==> config.mk <==
export PLATFORM = sky130hd
export DESIGN_NAME = cdb_arbiter
export DESIGN_NICKNAME = d
export VERILOG_FILES = /design/src/rtl/cdb_arbiter.sv
export SDC_FILE = /design/constraint.sdc
export NUM_CORES = 1
export LEC_CHECK = 0
export CAP_MARGIN = 30
export CELL_PAD_IN_SITES_DETAIL_PLACEMENT = 0
export CELL_PAD_IN_SITES_GLOBAL_PLACEMENT = 1
export CORE_MARGIN = 2
export CORE_UTILIZATION = 24
export DETAILED_ROUTE_END_ITERATION = 16
export MAX_ROUTING_LAYER = met4
export PLACE_DENSITY_LB_ADDON = 0.1
export SLEW_MARGIN = 20
export SYNTH_ARGS = -nofsm -noshare
export SYNTH_HDL_FRONTEND = slang
export SYNTH_SLANG_ARGS = --single-unit
==> constraint.sdc <==
create_clock -name clk -period 3.8 [get_ports clk]
set_input_delay 0.76 -clock clk [delete_from_list [all_inputs] [get_ports clk]]
set_output_delay 0.76 -clock clk [all_outputs]
set_load 0.1 [all_outputs]
==> src/rtl/cdb_arbiter.sv <==
// cdb_arbiter: round-robin arbiter for the common data bus (CDB).
//
// Functional units raise writeback requests; one winner per cycle is granted
// combinationally and its pid/value are registered into a single broadcast
// stage that feeds the PRF, reservation stations and ROB.
//
// Ports:
//   clk        - clock; all state updates on posedge
//   rst        - asynchronous active-high reset
//   req_valid  - per-requester writeback request
//   req_pid    - per-requester destination physical register
//   req_value  - per-requester result data
//   req_ready  - per-requester grant (one-hot or zero)
//   flush      - pipeline flush; suppresses grants for the cycle
//   cdb_valid  - broadcast valid
//   cdb_pid    - broadcast destination physical register
//   cdb_value  - broadcast data
//   cdb_src    - index of the requester that produced the broadcast
module cdb_arbiter #(
    parameter int unsigned NUM_REQ = 4,
    parameter int unsigned XLEN    = 32,
    parameter int unsigned PID_W   = 6
) (
    input  logic                                clk,
    input  logic                                rst,
    input  logic [NUM_REQ-1:0]                  req_valid,
    input  logic [NUM_REQ-1:0][PID_W-1:0]       req_pid,
    input  logic [NUM_REQ-1:0][XLEN-1:0]        req_value,
    output logic [NUM_REQ-1:0]                  req_ready,
    input  logic                                flush,
    output logic                                cdb_valid,
    output logic [PID_W-1:0]                    cdb_pid,
    output logic [XLEN-1:0]                     cdb_value,
    output logic [$clog2(NUM_REQ)-1:0]          cdb_src
);

    localparam int unsigned SRC_W = $clog2(NUM_REQ);

    logic [SRC_W-1:0] rr_ptr_q, rr_ptr_d;
    logic             cdb_valid_q, cdb_valid_d;
    logic [PID_W-1:0] cdb_pid_q;
    logic [XLEN-1:0]  cdb_value_q;
    logic [SRC_W-1:0] cdb_src_q;

    logic             gnt_found;
    logic [SRC_W-1:0] gnt_idx;
    logic [SRC_W:0]   cand;
    logic             grant;
    logic [PID_W-1:0] gnt_pid;
    logic [XLEN-1:0]  gnt_value;

    // Rotating search starting at rr_ptr; the extra bit of cand lets the
    // index wrap correctly for non-power-of-two NUM_REQ.
    always_comb begin
        gnt_found = 1'b0;
        gnt_idx   = '0;
        cand      = '0;
        for (int i = 0; i < NUM_REQ; i++) begin
            cand = {1'b0, rr_ptr_q} + (SRC_W+1)'(i);
            if (cand >= (SRC_W+1)'(NUM_REQ)) begin
                cand = cand - (SRC_W+1)'(NUM_REQ);
            end
            if (!gnt_found && req_valid[cand[SRC_W-1:0]]) begin
                gnt_found = 1'b1;
                gnt_idx   = cand[SRC_W-1:0];
            end
        end
    end

    // Reset masks the grant so a result offered while rst is high is dropped.
    assign grant     = gnt_found && !flush && !rst;
    assign req_ready = grant ? (NUM_REQ'(1) << gnt_idx) : '0;
    assign gnt_pid   = req_pid[gnt_idx];
    assign gnt_value = req_value[gnt_idx];

    always_comb begin
        rr_ptr_d    = rr_ptr_q;
        cdb_valid_d = 1'b0;
        if (grant) begin
            rr_ptr_d = (gnt_idx == SRC_W'(NUM_REQ - 1)) ? '0 : gnt_idx + SRC_W'(1);
            // Physical register 0 is hard-wired: accept the request but never broadcast it.
            cdb_valid_d = (gnt_pid != '0);
        end
    end

    always_ff @(posedge clk or posedge rst) begin
        if (rst) begin
            rr_ptr_q    <= '0;
            cdb_valid_q <= 1'b0;
            cdb_pid_q   <= '0;
            cdb_value_q <= '0;
            cdb_src_q   <= '0;
        end else begin
            rr_ptr_q    <= rr_ptr_d;
            cdb_valid_q <= cdb_valid_d;
            // Payload only moves on a real broadcast; otherwise it holds.
            if (cdb_valid_d) begin
                cdb_pid_q   <= gnt_pid;
                cdb_value_q <= gnt_value;
                cdb_src_q   <= gnt_idx;
            end
        end
    end

    assign cdb_valid = cdb_valid_q;
    assign cdb_pid   = cdb_pid_q;
    assign cdb_value = cdb_value_q;
    assign cdb_src   = cdb_src_q;

endmodule

### Word-level counts from Yosys, hierarchy flattened

Cells that the tools add are included.

* $add $sub $neg: 8
* multiply operators: 0
* div/mod/pow operators: 0
* order comparisons: 9
* equality and inequality tests: 1
* shift operators: 1
* multiplexer cells: 27
* bitwise logic cells: 0
* reduce and logical (&&, ||, !) cells: 11

Operator list (count)
* 32-bit binary-select mux with 2-bit select: 1
* 32-bit 2-to-1 mux: 1
* 2-bit 2-to-1 mux: 9
* 2-bit by 3-bit less-than comparator with 1-bit output (second input constant): 5
* 6-bit binary-select mux with 2-bit select: 1
* 3-bit >= comparator (second input constant): 3
* 1-bit 2-to-1 mux: 9
* 1-bit binary-select mux with 2-bit select: 4
* 2-bit by 1-bit subtractor with 2-bit output (second input constant): 4
* 2-bit by 2-bit adder with 3-bit output (second input constant): 2
* 6-bit 2-to-1 mux: 1
* 6-bit nonzero test: 1
* 1-bit logical AND: 5
* 1-bit logical NOT: 5
* 4-bit 2-to-1 mux: 1
* 1-bit by 2-bit left shift with 4-bit output (first input constant): 1
* 2-bit by 1-bit adder with 3-bit output (second input constant): 1
* 2-bit by 3-bit >= comparator with 1-bit output (second input constant): 1
* 2-bit by 1-bit adder with 2-bit output (second input constant): 1
* 2-bit == test (second input constant): 1

* register bits after elaboration: 43
* latch bits: 0
* memory bits (writable): 0
* memory bits (read-only): 0
* bits of input ports: 159
* word-level logic and storage cells: 62
* memories kept: 0

### Depth between registers and ports, before layout

* word-level depth: 18
* gate-level depth with buffers: 12
* mapped depth without buffers: 9

### Worst setup path after synthesis

No wires, ideal clock.

* kind: input to output
* start point: in req_valid[2]
* end point: out req_ready[3]
* data arrival time: 3.033 ns
* required time: 3.040 ns
* slack: 0.007 ns
* cell stages on the path: 9
* cells stage by stage: mux2i_1 -> nor2_1 -> or3_1 -> buf_2 -> clkinv_4 -> clkbuf_1 -> buf_1 -> ha_1 -> and2_1

* elaborated cells between the ends (all ways): 26

RTL lines
* start: declaration: line 26 `input logic [NUM_REQ-1:0] req_valid,`
* 1-bit binary-select mux with 2-bit select: line 63 `if (!gnt_found && req_valid[cand[SRC_W-1:0]]) begin`
* 1-bit 2-to-1 mux (not written as such): line 63
* 1-bit 2-to-1 mux: line 63
* 1-bit logical NOT: line 63
* 1-bit logical AND: line 63
* 1-bit 2-to-1 mux: line 63
* 1-bit logical NOT: line 63
* 1-bit logical AND: line 63
* 1-bit 2-to-1 mux: line 63
* 1-bit logical NOT: line 63
* 1-bit logical AND: line 63
* 2-bit 2-to-1 mux (*): line 63
* named net gnt_idx[0]: line 46 `logic [SRC_W-1:0] gnt_idx;`
* 1-bit by 2-bit left shift with 4-bit output (*): line 72 `assign req_ready = grant ? (NUM_REQ'(1) << gnt_idx) : '0;`
* 4-bit 2-to-1 mux (*): line 72
* end: declaration: line 29 `output logic [NUM_REQ-1:0] req_ready,`

Mark *: on every way through the listed nets, which the timed path passes. The rest lies on a longest branch. The select of a mux whose other input is x is not followed.

### Worst setup path after layout

* start point: in req_valid[0]
* end point: out req_ready[0]

* word-level cells in the longest chain between the ends: 15
* elaborated cells between the ends (all ways): 26

RTL lines
* 1-bit binary-select mux with 2-bit select: line 63
* 1-bit 2-to-1 mux (not written as such): line 63
* 1-bit 2-to-1 mux: line 63
* 1-bit logical NOT: line 63
* 1-bit logical AND: line 63
* 1-bit 2-to-1 mux: line 63
* 1-bit logical NOT: line 63
* 1-bit logical AND: line 63
* 1-bit 2-to-1 mux: line 63
* 1-bit logical NOT: line 63
* 1-bit logical AND: line 63
* 1-bit 2-to-1 mux: line 63
* 1-bit logical AND (2 in a row): line 71 `assign grant = gnt_found && !flush && !rst;`
* 4-bit 2-to-1 mux (*): line 72

Mark *: on every way between the ends. The rest lies on a longest branch, timed or not. The select of a mux whose other input is x is not followed.

==> flow_summary.yaml <==
routing:
  detailroute.via_count: 3281
  first_iter_violations: 128
  drt_pre_antenna_iters: 4
  drt.antenna.violating_nets: 0
  drc_errors: 0
  drt-wirelength-per-cell_um: 15.4
  finalWirelength_um: 11300
  viasPerCell: 4.48
final_layout:
  ff_latch_area_um2: 1080
  area_taken_by_multi_input_logic_gates_um2: 1730
  post_route_cells_drive_above_1_share: 0.113
  final_net_count: 727
  utilization: 0.449
  area_growth_pct: 81.7
  num_antenna_cells: 0
  layout.filler_cells: 1202
clocking:
  worst_skew_pair.late_latency_ns: 0.28
  post-cts-setup-buffers: 0
  root_buffer: "clkbuf_16"
  path_clk_slew_ns: 0.06
  cts.path.max_buffers: 2
  htree_num_levels: 2
  cts_tree: "done"
  tritoncts_num_sinks: 43
  numCtsBuffers: 5
  post_cts_sizing: 0
  cts_hold_buf: 0
sta:
  timing.final.crit_share: 0.951
  setup_viol: 0
  shortest_period_the_worst_path_allows_ns: 3.62
  finalMaxSlewViolations: 0
  max_clock_freq_ghz: 0.277
  grt_setup_unrepaired: "false"
  worst_clock_skew_ns: 0.00523
  worstMarginPinSlew_ns: 1.02
  finalSetupTns_ns: 0
  finalHoldViolations: 0
  worst_max_slew_margin_expressed_relative_to_the_limit: 0.318
yosys:
  cell_type_contributing_the_most_total_cell_area_after_synthesis: "dfrtp_1"
  post_synth_main_area_contributors: "dfrtp_1, nand2_1, mux2_2"
  synth_cell_type_count: 31
  netlist_area_um2: 2980
  synth_ff_type: "dfrtp_1"
  synth-seq-area-share: 0.361
  syn_nets: 533
  synthesis.instances: 370
  synth_common_cells: "nand2_1, dfrtp_1, a31oi_1, and3_1, mux2_2"
  synth.yosys.warnings: 0
  synth_top_area_share: 0.361
  synthesized_area_per_cell_um2: 8.06
  number_of_enable_type_register_cells_in_the_synthesized_netlist: 0
  async_reset_ff_frac: 1.00
  yosys_register_bits: 43
  post-synth-top-count-cell: "nand2_1"
placement:
  place_hpwl_um: 8650
  gp_congestion: 0.814
  io_buffer_count: 203
status:
  status: "finished, final reports clean"
pwr:
  power.ir.vdd_worst_mv: 0.360
  power_leakage_nw: 2.31
  power_per_cell_area_nw_per_um2: 834
worst_setup_path:
  worstPathRequired_ns: 3.04
  cp-end-kind: "primary output"
  reg2reg_setup_slack_ns: 0.89
  critical_path_class: "input port to primary output"
  startpoint_type: "input port"
  cp_max_fo: 16
  cp_data_arrival_time_ns: 2.86
floorplanning:
  die-width_um: 115
  row_count: 40
  die_y_um: 115
  floorplan.initialDensity: 0.247
  fp.dieArea_um2: 13300
  placeableCoreArea_um2: 12100
  io_pins: 204
job:
  max_cap_viol_count: 0
global_routing:
  grt_pass1_vias: 3280
  gr-total-overflow: 0
  grt_antenna_before_repair: 0
  grt_pass1_wl_um: 17200
  gr-usage-all-layers: 0.169
  grt_start_max_net_pins: 44
hold_path:
  worst_hold_path_type: "flop to flop"
## cell families (layout without fill, tap and decap cells)
| group | after synthesis | after routing | share of synthesized area |
|---|---|---|---|
| adders and majority gates | 4 | 4 | 0.0168 |
| muxes | 47 | 47 | 0.180 |
| and+or+nand+nor | 191 | 191 | 0.279 |
| DFF | 43 | 43 | 0.361 |
| AOI/OAI and AO/OA | 47 | 47 | 0.103 |
| buffers and inverters | 38 | 233 | 0.0604 |
## sequential cells by signal (all words and copies together), names as in the netlist
register and flops:
cdb_value 32, cdb_pid 6, cdb_src 2, rr_ptr_q 2, cdb_valid 1
## final cells by class
| type | count | share of cell area |
|---|---|---|
| well taps | 168 | 0.0388 |
| flip-flops and latches | 43 | 0.199 |
| inverters | 10 | 0.00855 |
| multi-input cells | 289 | 0.319 |
| repair buffers | 215 | 0.404 |
| clock buffers | 5 | 0.0231 |
| clock inverters | 3 | 0.00809 |
## critical path: stages
cell	delay, ns
clkdlybuf4s50_1	0.47
a21oi_1	0.15
o21a_1	0.12
o22a_2	0.43
clkinvlp_4	0.32
ha_1	0.26
and2_1	0.16
buf_12	0.17
## layout by cell type (no fill, tap or decap), drive strengths merged
| cell type | synthesis | final |
|---|---|---|
| and2 | 4 | 4 |
| or3 | 2 | 2 |
| o22a | 1 | 1 |
| clkdlybuf4s50 | 0 | 199 |
| nand2 | 143 | 143 |
| mux2 | 38 | 38 |
| bufinv | 0 | 1 |
| nor2 | 2 | 2 |
| o21a | 1 | 1 |
| o22ai | 6 | 6 |
| clkbuf | 17 | 5 |
| clkinv | 2 | 3 |
| nor4 | 1 | 1 |
| buf | 11 | 16 |
| nand3 | 4 | 4 |
| dfrtp | 43 | 43 |
| o31ai | 1 | 1 |
| a31oi | 33 | 33 |
| mux2i | 9 | 9 |
| inv | 8 | 8 |
| and3 | 32 | 32 |
| a21oi | 5 | 5 |
| ha | 4 | 4 |
| clkinvlp | 0 | 1 |
| and4 | 1 | 1 |
| nand2b | 1 | 1 |
| nor3 | 1 | 1 |
## where the power goes
| group | switching, mW | total, mW | internal, mW | leakage [nW] |
|---|---|---|---|---|
| sequential | 0.120 | 0.794 | 0.674 | 0.509 |
| combinational | 2.29 | 3.24 | 0.948 | 1.72 |
| clock | 0.175 | 0.485 | 0.310 | 0.0838 |
## worst paths after layout
path / from / to / cells after the start
max: req_valid[0] / req_ready[0] / 8
min: cdb_value[5] / cdb_value[5] / 1
max reg2reg: rr_ptr_q[1] / cdb_value[22] / 9
min reg2reg: cdb_value[5] / cdb_value[5] / 1
max in group asynchronous: rst / cdb_value[6] / 3
min in group asynchronous: rst / cdb_valid / 2
## per-layer routing
layer | routed length [um] | track usage
met3 | 657 | 0.0314
met1 | 4920 | 0.207
met4 | 220 | 0.0474
met2 | 5460 | 0.285
met5 | 0 | -
## metrics by stage
stage	power [mW]	hold slack [ns]	worst slack (ns)	cells	instance area [um^2]
after global routing	4.75	0.525	0.0400	733	5420
after global placement	4.04	0.471	0.176	724	5220
after detailed placement	4.06	0.478	0.128	724	5220
final	4.52	0.491	0.184	733	5420
after floorplan	3.16	0.471	0.00674	370	2980
after CTS	4.56	0.500	0.107	732	5390
Power figures use the tool's default switching activity.
